===== src/rtl/riscv_wb_arbiter_if.sv =====
// Writeback arbiter bus: EX/MEM request handshakes plus the registered
// regfile write port. The forwarding signals are present only when
// RISCV_WB_ARB_FWD_EN is defined.
interface riscv_wb_arbiter_if #(
  parameter int XLEN = 32,
  parameter int REGA = 5
);
  logic            stall;
  logic            ex_valid;
  logic            ex_ready;
  logic [REGA-1:0] ex_rd;
  logic [XLEN-1:0] ex_data;
  logic            mem_valid;
  logic            mem_ready;
  logic [REGA-1:0] mem_rd;
  logic [XLEN-1:0] mem_data;
  logic            wr_en;
  logic [REGA-1:0] wr_addr;
  logic [XLEN-1:0] wr_data;
  logic            write_on_zero;
`ifdef RISCV_WB_ARB_FWD_EN
  logic [REGA-1:0] fwd_rs;
  logic            fwd_hit;
  logic [XLEN-1:0] fwd_data;

  modport master (
    output stall, ex_valid, ex_rd, ex_data, mem_valid, mem_rd, mem_data, fwd_rs,
    input  ex_ready, mem_ready, wr_en, wr_addr, wr_data, write_on_zero, fwd_hit, fwd_data
  );
  modport slave (
    input  stall, ex_valid, ex_rd, ex_data, mem_valid, mem_rd, mem_data, fwd_rs,
    output ex_ready, mem_ready, wr_en, wr_addr, wr_data, write_on_zero, fwd_hit, fwd_data
  );
`else
  modport master (
    output stall, ex_valid, ex_rd, ex_data, mem_valid, mem_rd, mem_data,
    input  ex_ready, mem_ready, wr_en, wr_addr, wr_data, write_on_zero
  );
  modport slave (
    input  stall, ex_valid, ex_rd, ex_data, mem_valid, mem_rd, mem_data,
    output ex_ready, mem_ready, wr_en, wr_addr, wr_data, write_on_zero
  );
`endif
endinterface


===== src/rtl/riscv_wb_arbiter.sv =====
// riscv_wb_arbiter: round-robin share of the single regfile write port
// between EX (ALU results) and MEM (load data). The accepted result is
// registered and presented as a one-cycle write strobe; writes to x0 are
// dropped and flagged on write_on_zero.
// Optional feature: define RISCV_WB_ARB_FWD_EN to add the fwd_rs/fwd_hit/
// fwd_data lookup against the live output register.
module riscv_wb_arbiter #(
  parameter int XLEN = 32,
  parameter int REGN = 32,
  parameter int REGA = $clog2(REGN)
) (
  input logic              clk,
  input logic              rst,
  riscv_wb_arbiter_if.slave bus
);

  typedef enum logic {
    GNT_EX  = 1'b0,
    GNT_MEM = 1'b1
  } grant_e;

  grant_e          last_grant;
  logic            ex_ready;
  logic            mem_ready;
  logic            wr_en;
  logic [REGA-1:0] wr_addr;
  logic [XLEN-1:0] wr_data;
  logic            write_on_zero;

  // Grant selection: a lone requester wins, a conflict goes to whoever was not served last.
  always_comb begin
    ex_ready  = 1'b0;
    mem_ready = 1'b0;
    if (!bus.stall) begin
      if (bus.ex_valid && bus.mem_valid) begin
        if (last_grant == GNT_MEM) ex_ready  = 1'b1;
        else                       mem_ready = 1'b1;
      end else begin
        ex_ready  = bus.ex_valid;
        mem_ready = bus.mem_valid;
      end
    end
  end

  // Output register: capture the accepted result; x0 targets raise the flag instead of the strobe.
  always_ff @(posedge clk or posedge rst) begin
    if (rst) begin
      last_grant    <= GNT_MEM;
      wr_en         <= 1'b0;
      wr_addr       <= '0;
      wr_data       <= '0;
      write_on_zero <= 1'b0;
    end else begin
      wr_en         <= 1'b0;
      write_on_zero <= 1'b0;
      if (ex_ready) begin
        last_grant <= GNT_EX;
        if (bus.ex_rd == '0) begin
          write_on_zero <= 1'b1;
        end else begin
          wr_en   <= 1'b1;
          wr_addr <= bus.ex_rd;
          wr_data <= bus.ex_data;
        end
      end else if (mem_ready) begin
        last_grant <= GNT_MEM;
        if (bus.mem_rd == '0) begin
          write_on_zero <= 1'b1;
        end else begin
          wr_en   <= 1'b1;
          wr_addr <= bus.mem_rd;
          wr_data <= bus.mem_data;
        end
      end
    end
  end

  assign bus.ex_ready      = ex_ready;
  assign bus.mem_ready     = mem_ready;
  assign bus.wr_en         = wr_en;
  assign bus.wr_addr       = wr_addr;
  assign bus.wr_data       = wr_data;
  assign bus.write_on_zero = write_on_zero;

`ifdef RISCV_WB_ARB_FWD_EN
  logic fwd_hit;

  // Forward lookup straight off the output register; data is zeroed on a miss.
  always_comb begin
    fwd_hit = wr_en && (wr_addr == bus.fwd_rs) && (bus.fwd_rs != '0);
  end

  assign bus.fwd_hit  = fwd_hit;
  assign bus.fwd_data = fwd_hit ? wr_data : '0;
`endif

endmodule


===== src/flat_wrapper.sv =====
// flat-port wrapper written by rule: the top's interface ports become plain ports
module riscv_wb_arbiter_flat 
#(
  parameter int XLEN = 32,
  parameter int REGN = 32,
  parameter int REGA = $clog2(REGN)
)
  (clk, rst, bus_stall, bus_ex_valid, bus_ex_rd, bus_ex_data, bus_mem_valid, bus_mem_rd, bus_mem_data, bus_ex_ready, bus_mem_ready, bus_wr_en, bus_wr_addr, bus_wr_data, bus_write_on_zero);
  riscv_wb_arbiter_if #(.XLEN(XLEN), .REGA(REGA)) bus_i ();
  input logic clk;
  input logic rst;
  input wire logic [$bits(bus_i.stall)-1:0] bus_stall;
  input wire logic [$bits(bus_i.ex_valid)-1:0] bus_ex_valid;
  input wire logic [$bits(bus_i.ex_rd)-1:0] bus_ex_rd;
  input wire logic [$bits(bus_i.ex_data)-1:0] bus_ex_data;
  input wire logic [$bits(bus_i.mem_valid)-1:0] bus_mem_valid;
  input wire logic [$bits(bus_i.mem_rd)-1:0] bus_mem_rd;
  input wire logic [$bits(bus_i.mem_data)-1:0] bus_mem_data;
  output wire logic [$bits(bus_i.ex_ready)-1:0] bus_ex_ready;
  output wire logic [$bits(bus_i.mem_ready)-1:0] bus_mem_ready;
  output wire logic [$bits(bus_i.wr_en)-1:0] bus_wr_en;
  output wire logic [$bits(bus_i.wr_addr)-1:0] bus_wr_addr;
  output wire logic [$bits(bus_i.wr_data)-1:0] bus_wr_data;
  output wire logic [$bits(bus_i.write_on_zero)-1:0] bus_write_on_zero;
  assign bus_i.stall = bus_stall;
  assign bus_i.ex_valid = bus_ex_valid;
  assign bus_i.ex_rd = bus_ex_rd;
  assign bus_i.ex_data = bus_ex_data;
  assign bus_i.mem_valid = bus_mem_valid;
  assign bus_i.mem_rd = bus_mem_rd;
  assign bus_i.mem_data = bus_mem_data;
  assign bus_ex_ready = bus_i.ex_ready;
  assign bus_mem_ready = bus_i.mem_ready;
  assign bus_wr_en = bus_i.wr_en;
  assign bus_wr_addr = bus_i.wr_addr;
  assign bus_wr_data = bus_i.wr_data;
  assign bus_write_on_zero = bus_i.write_on_zero;
  riscv_wb_arbiter #(.XLEN(XLEN), .REGN(REGN), .REGA(REGA)) u_core (.clk(clk), .rst(rst), .bus(bus_i));
endmodule

===== config.mk =====
export PLATFORM = sky130hd
export DESIGN_NAME = riscv_wb_arbiter_flat
export DESIGN_NICKNAME = d
export VERILOG_FILES = /design/src/rtl/riscv_wb_arbiter_if.sv /design/src/rtl/riscv_wb_arbiter.sv /design/src/flat_wrapper.sv
export SDC_FILE = /design/constraint.sdc
export NUM_CORES = 1
export LEC_CHECK = 0
export CAP_MARGIN = 20
export CORE_MARGIN = 1.5
export CORE_UTILIZATION = 30
export DETAILED_ROUTE_END_ITERATION = 8
export MAX_ROUTING_LAYER = met4
export PLACE_DENSITY = 0.75
export SLEW_MARGIN = 40
export SYNTH_ARGS = -nofsm -noshare
export SYNTH_HDL_FRONTEND = slang
export SYNTH_SLANG_ARGS = --single-unit

===== constraint.sdc =====
create_clock -name clk -period 4.42 [get_ports clk]
set_clock_uncertainty 0.15 [all_clocks]
set_input_delay 0.663 -clock clk [delete_from_list [all_inputs] [get_ports clk]]
set_output_delay 0.663 -clock clk [all_outputs]
set_load 0.01 [all_outputs]

==> results.toml <==
[status]
run_status = "finished, final reports clean"

[placed_design]
port_buffers = 119
dpl.hpwl_um = 3740
gp_congestion = 0.711

[routing]
first_iter_violations = 53
wirelength_um = 4940
drc_errors = 0
vias = 1553
drt_first_pass_iters = 2
ant_nets = 0
viasPerCell = 4.58
wire_per_inst_um = 14.6

[timing]
worst-slew-pin-transition_ns = 0.485
period_needed_ns = 3.10
slew_headroom = 0.677
fin_tns_setup_ns = 0
final_max_slew_viol_count = 0
grt_setup_unrepaired = "no"
fmax_ghz = 0.323
setup_viol = 0
min_period_over_period = 0.702
holdWs_ns = 0.336
hold_viol_final = 0

[clock_network]
cts_setup_buffers = 0
clkLatencyLatePin_ns = 0.28
cts.repair.resized = 0
cts_buffers = 5
clkTransAtPathRegs_ns = 0.07
cts_root_buf = "clkbuf_8"
ctsHoldBuffers = 0
cts.htree.levels = 2
cts_sinks = 40
cts_tree = "yes"
clock_path_buffers = 2

[setup_path]
path_class = "in -> out"
r2r_cells = 5
critPathSlowestCell = "clkdlybuf4s50_1"
crit_chain = "clkdlybuf4s50_1 -> inv_1 -> a211o_2 -> inv_1 -> clkdlybuf4s50_1"
arrival_ns = 2.29
crit_required_ns = 3.61
cpPeakStageDelay_ns = 0.55
crit_path_end_kind = "output pin"
critPathMaxFanout = 10
worstSetupStartpointType = "primary input"

[final_layout]
multi_input_area_um2 = 992
nNetsFinal = 338
layout-drive-gt1-share = 0.274
final_common_cell = "clkdlybuf4s50_1"
fillCellCount = 619
layout_common_cells = "clkdlybuf4s50_1, dfrtp_1, mux2_2"
antenna_cells = 0
syn2layout_area_growth_pct = 66.1
register_area_um2 = 1000

[grt]
antenna_found_initial = 0
grt_pass1_vias = 1674
grtUsageTotal = 0.145
grt_pass1_wl_um = 8070
grt_max_degree = 41
gr-total-overflow = 0

[pwr]
power.internal_w = 0.000914
sw_frac_of_total = 0.257
pwr-share-comb = 0.388
p_leak_nw = 1.42
power.share.sequential = 0.403
pwr-share-clk = 0.209
ir_drop_v = 0.000154
power-per-cell-area_nw_per_um2 = 359
switching_power_w = 0.000317

[yosys]
synth_seq_area_share = 0.486
synth_top_cell_by_area = "dfrtp_1"
synth_fp_nets = 217
synth-edff-count = 0
yosysWarnings = 0
avgSynthCellArea_um2 = 14.9
synthArstFlopShare = 1.00
ys_seq_elements = 40
syn-cell-area_um2 = 2060
yosys-top-cells-area = "dfrtp_1, mux2_2, mux2_4"
synth_top_area_frac = 0.473
syn_inst = 138
synth_ff_type = "dfrtp_1"
synth_cell_type_count = 19

[hold_path]
hp-class = "reg -> reg"
min_path_cells = 1

[floorplanning]
start_util = 0.307
die_w_um = 85.9
io_pins = 120
dieArea_um2 = 7380
die_h_um = 85.9
rows = 30
core_area_um2 = 6720

[flow_run]
maxCapViolCount = 0
state kept, by name, indices dropped and copies added (netlist names):
register / count
u_core.bus.wr_data: 32
u_core.bus.wr_en: 1
u_core.bus.write_on_zero: 1
u_core.last_grant: 1
u_core.bus.wr_addr: 5
through the flow:
stage          utilization  total power, W  setup WS [ns]  area [um2]  std cells
6_report             0.510         0.00123           1.32        3430        339
4_1_cts              0.510         0.00125           1.33        3430        339
3_5_place_dp         0.496        0.000985           1.33        3330        332
3_3_place_gp         0.495        0.000978           1.35        3330        332
2_1_floorplan            -        0.000716           2.17        2060        138
5_1_grt              0.510         0.00131           1.29        3430        339
area by class of cell:
class / count / area share
Sequential cell: 40 / 0.293
Clock buffer: 7 / 0.0281
Inverter: 5 / 0.00621
Tap cell: 80 / 0.0292
Multi-Input combinational cell: 85 / 0.290
Timing Repair Buffer: 122 / 0.354
cells in the mapped netlist, drive strengths merged (2+ instances only):
master	number
dfrtp	39
buf	7
mux2	74
inv	5
o21ai	2
or4	2
nor2	2
worst paths after layout:
| check | startpoint | to | slack (ns) |
|---|---|---|---|
| max in group asynchronous | rst | u_core.last_grant | 3.15 |
| min | u_core.bus.wr_data[17] | u_core.bus.wr_data[17] | 0.34 |
| min in group asynchronous | rst | u_core.bus.wr_data[6] | 0.61 |
| min reg2reg | u_core.bus.wr_data[17] | u_core.bus.wr_data[17] | 0.34 |
| max reg2reg | u_core.last_grant | u_core.bus.wr_data[24] | 2.14 |
| max | bus_ex_valid | bus_ex_ready | 1.32 |
power by group through the flow:
stage / Sequential (W) / Clock, W / Combinational (W)
global route: 0.000508 / 0.000289 / 0.000511
floorplan: 0.000541 / 0 / 0.000174
detailed placement: 0.000503 / 0 / 0.000483
finish: 0.000496 / 0.000257 / 0.000478
global placement: 0.000499 / 0 / 0.000478
CTS: 0.000497 / 0.000271 / 0.000485
per-layer routing:
layer | share of wire | routed length, um | global-route usage
met1 | 0.40 | 1970 | 0.162
met5 | 0 | 0 | -
met2 | 0.51 | 2530 | 0.256
met3 | 0.079 | 390 | 0.0414
met4 | 0.0099 | 49 | 0.0352
worst max-delay path, delay by kind of cell:
kind | cells | cell delay, ns
buf+inv | 4 | 1.22
compound gates | 1 | 0.40
kinds of logic (layout without fill, tap and decap cells):
kind of cell,after synthesis,in the layout,synth area share
AO/OA/AOI/OAI,6,6,0.0200
buffers and inverters,13,134,0.0400
flip-flops,40,40,0.486
multiplexers,74,74,0.439
AND/OR/NAND/NOR,5,5,0.0152
Power figures use the tool's default switching activity.
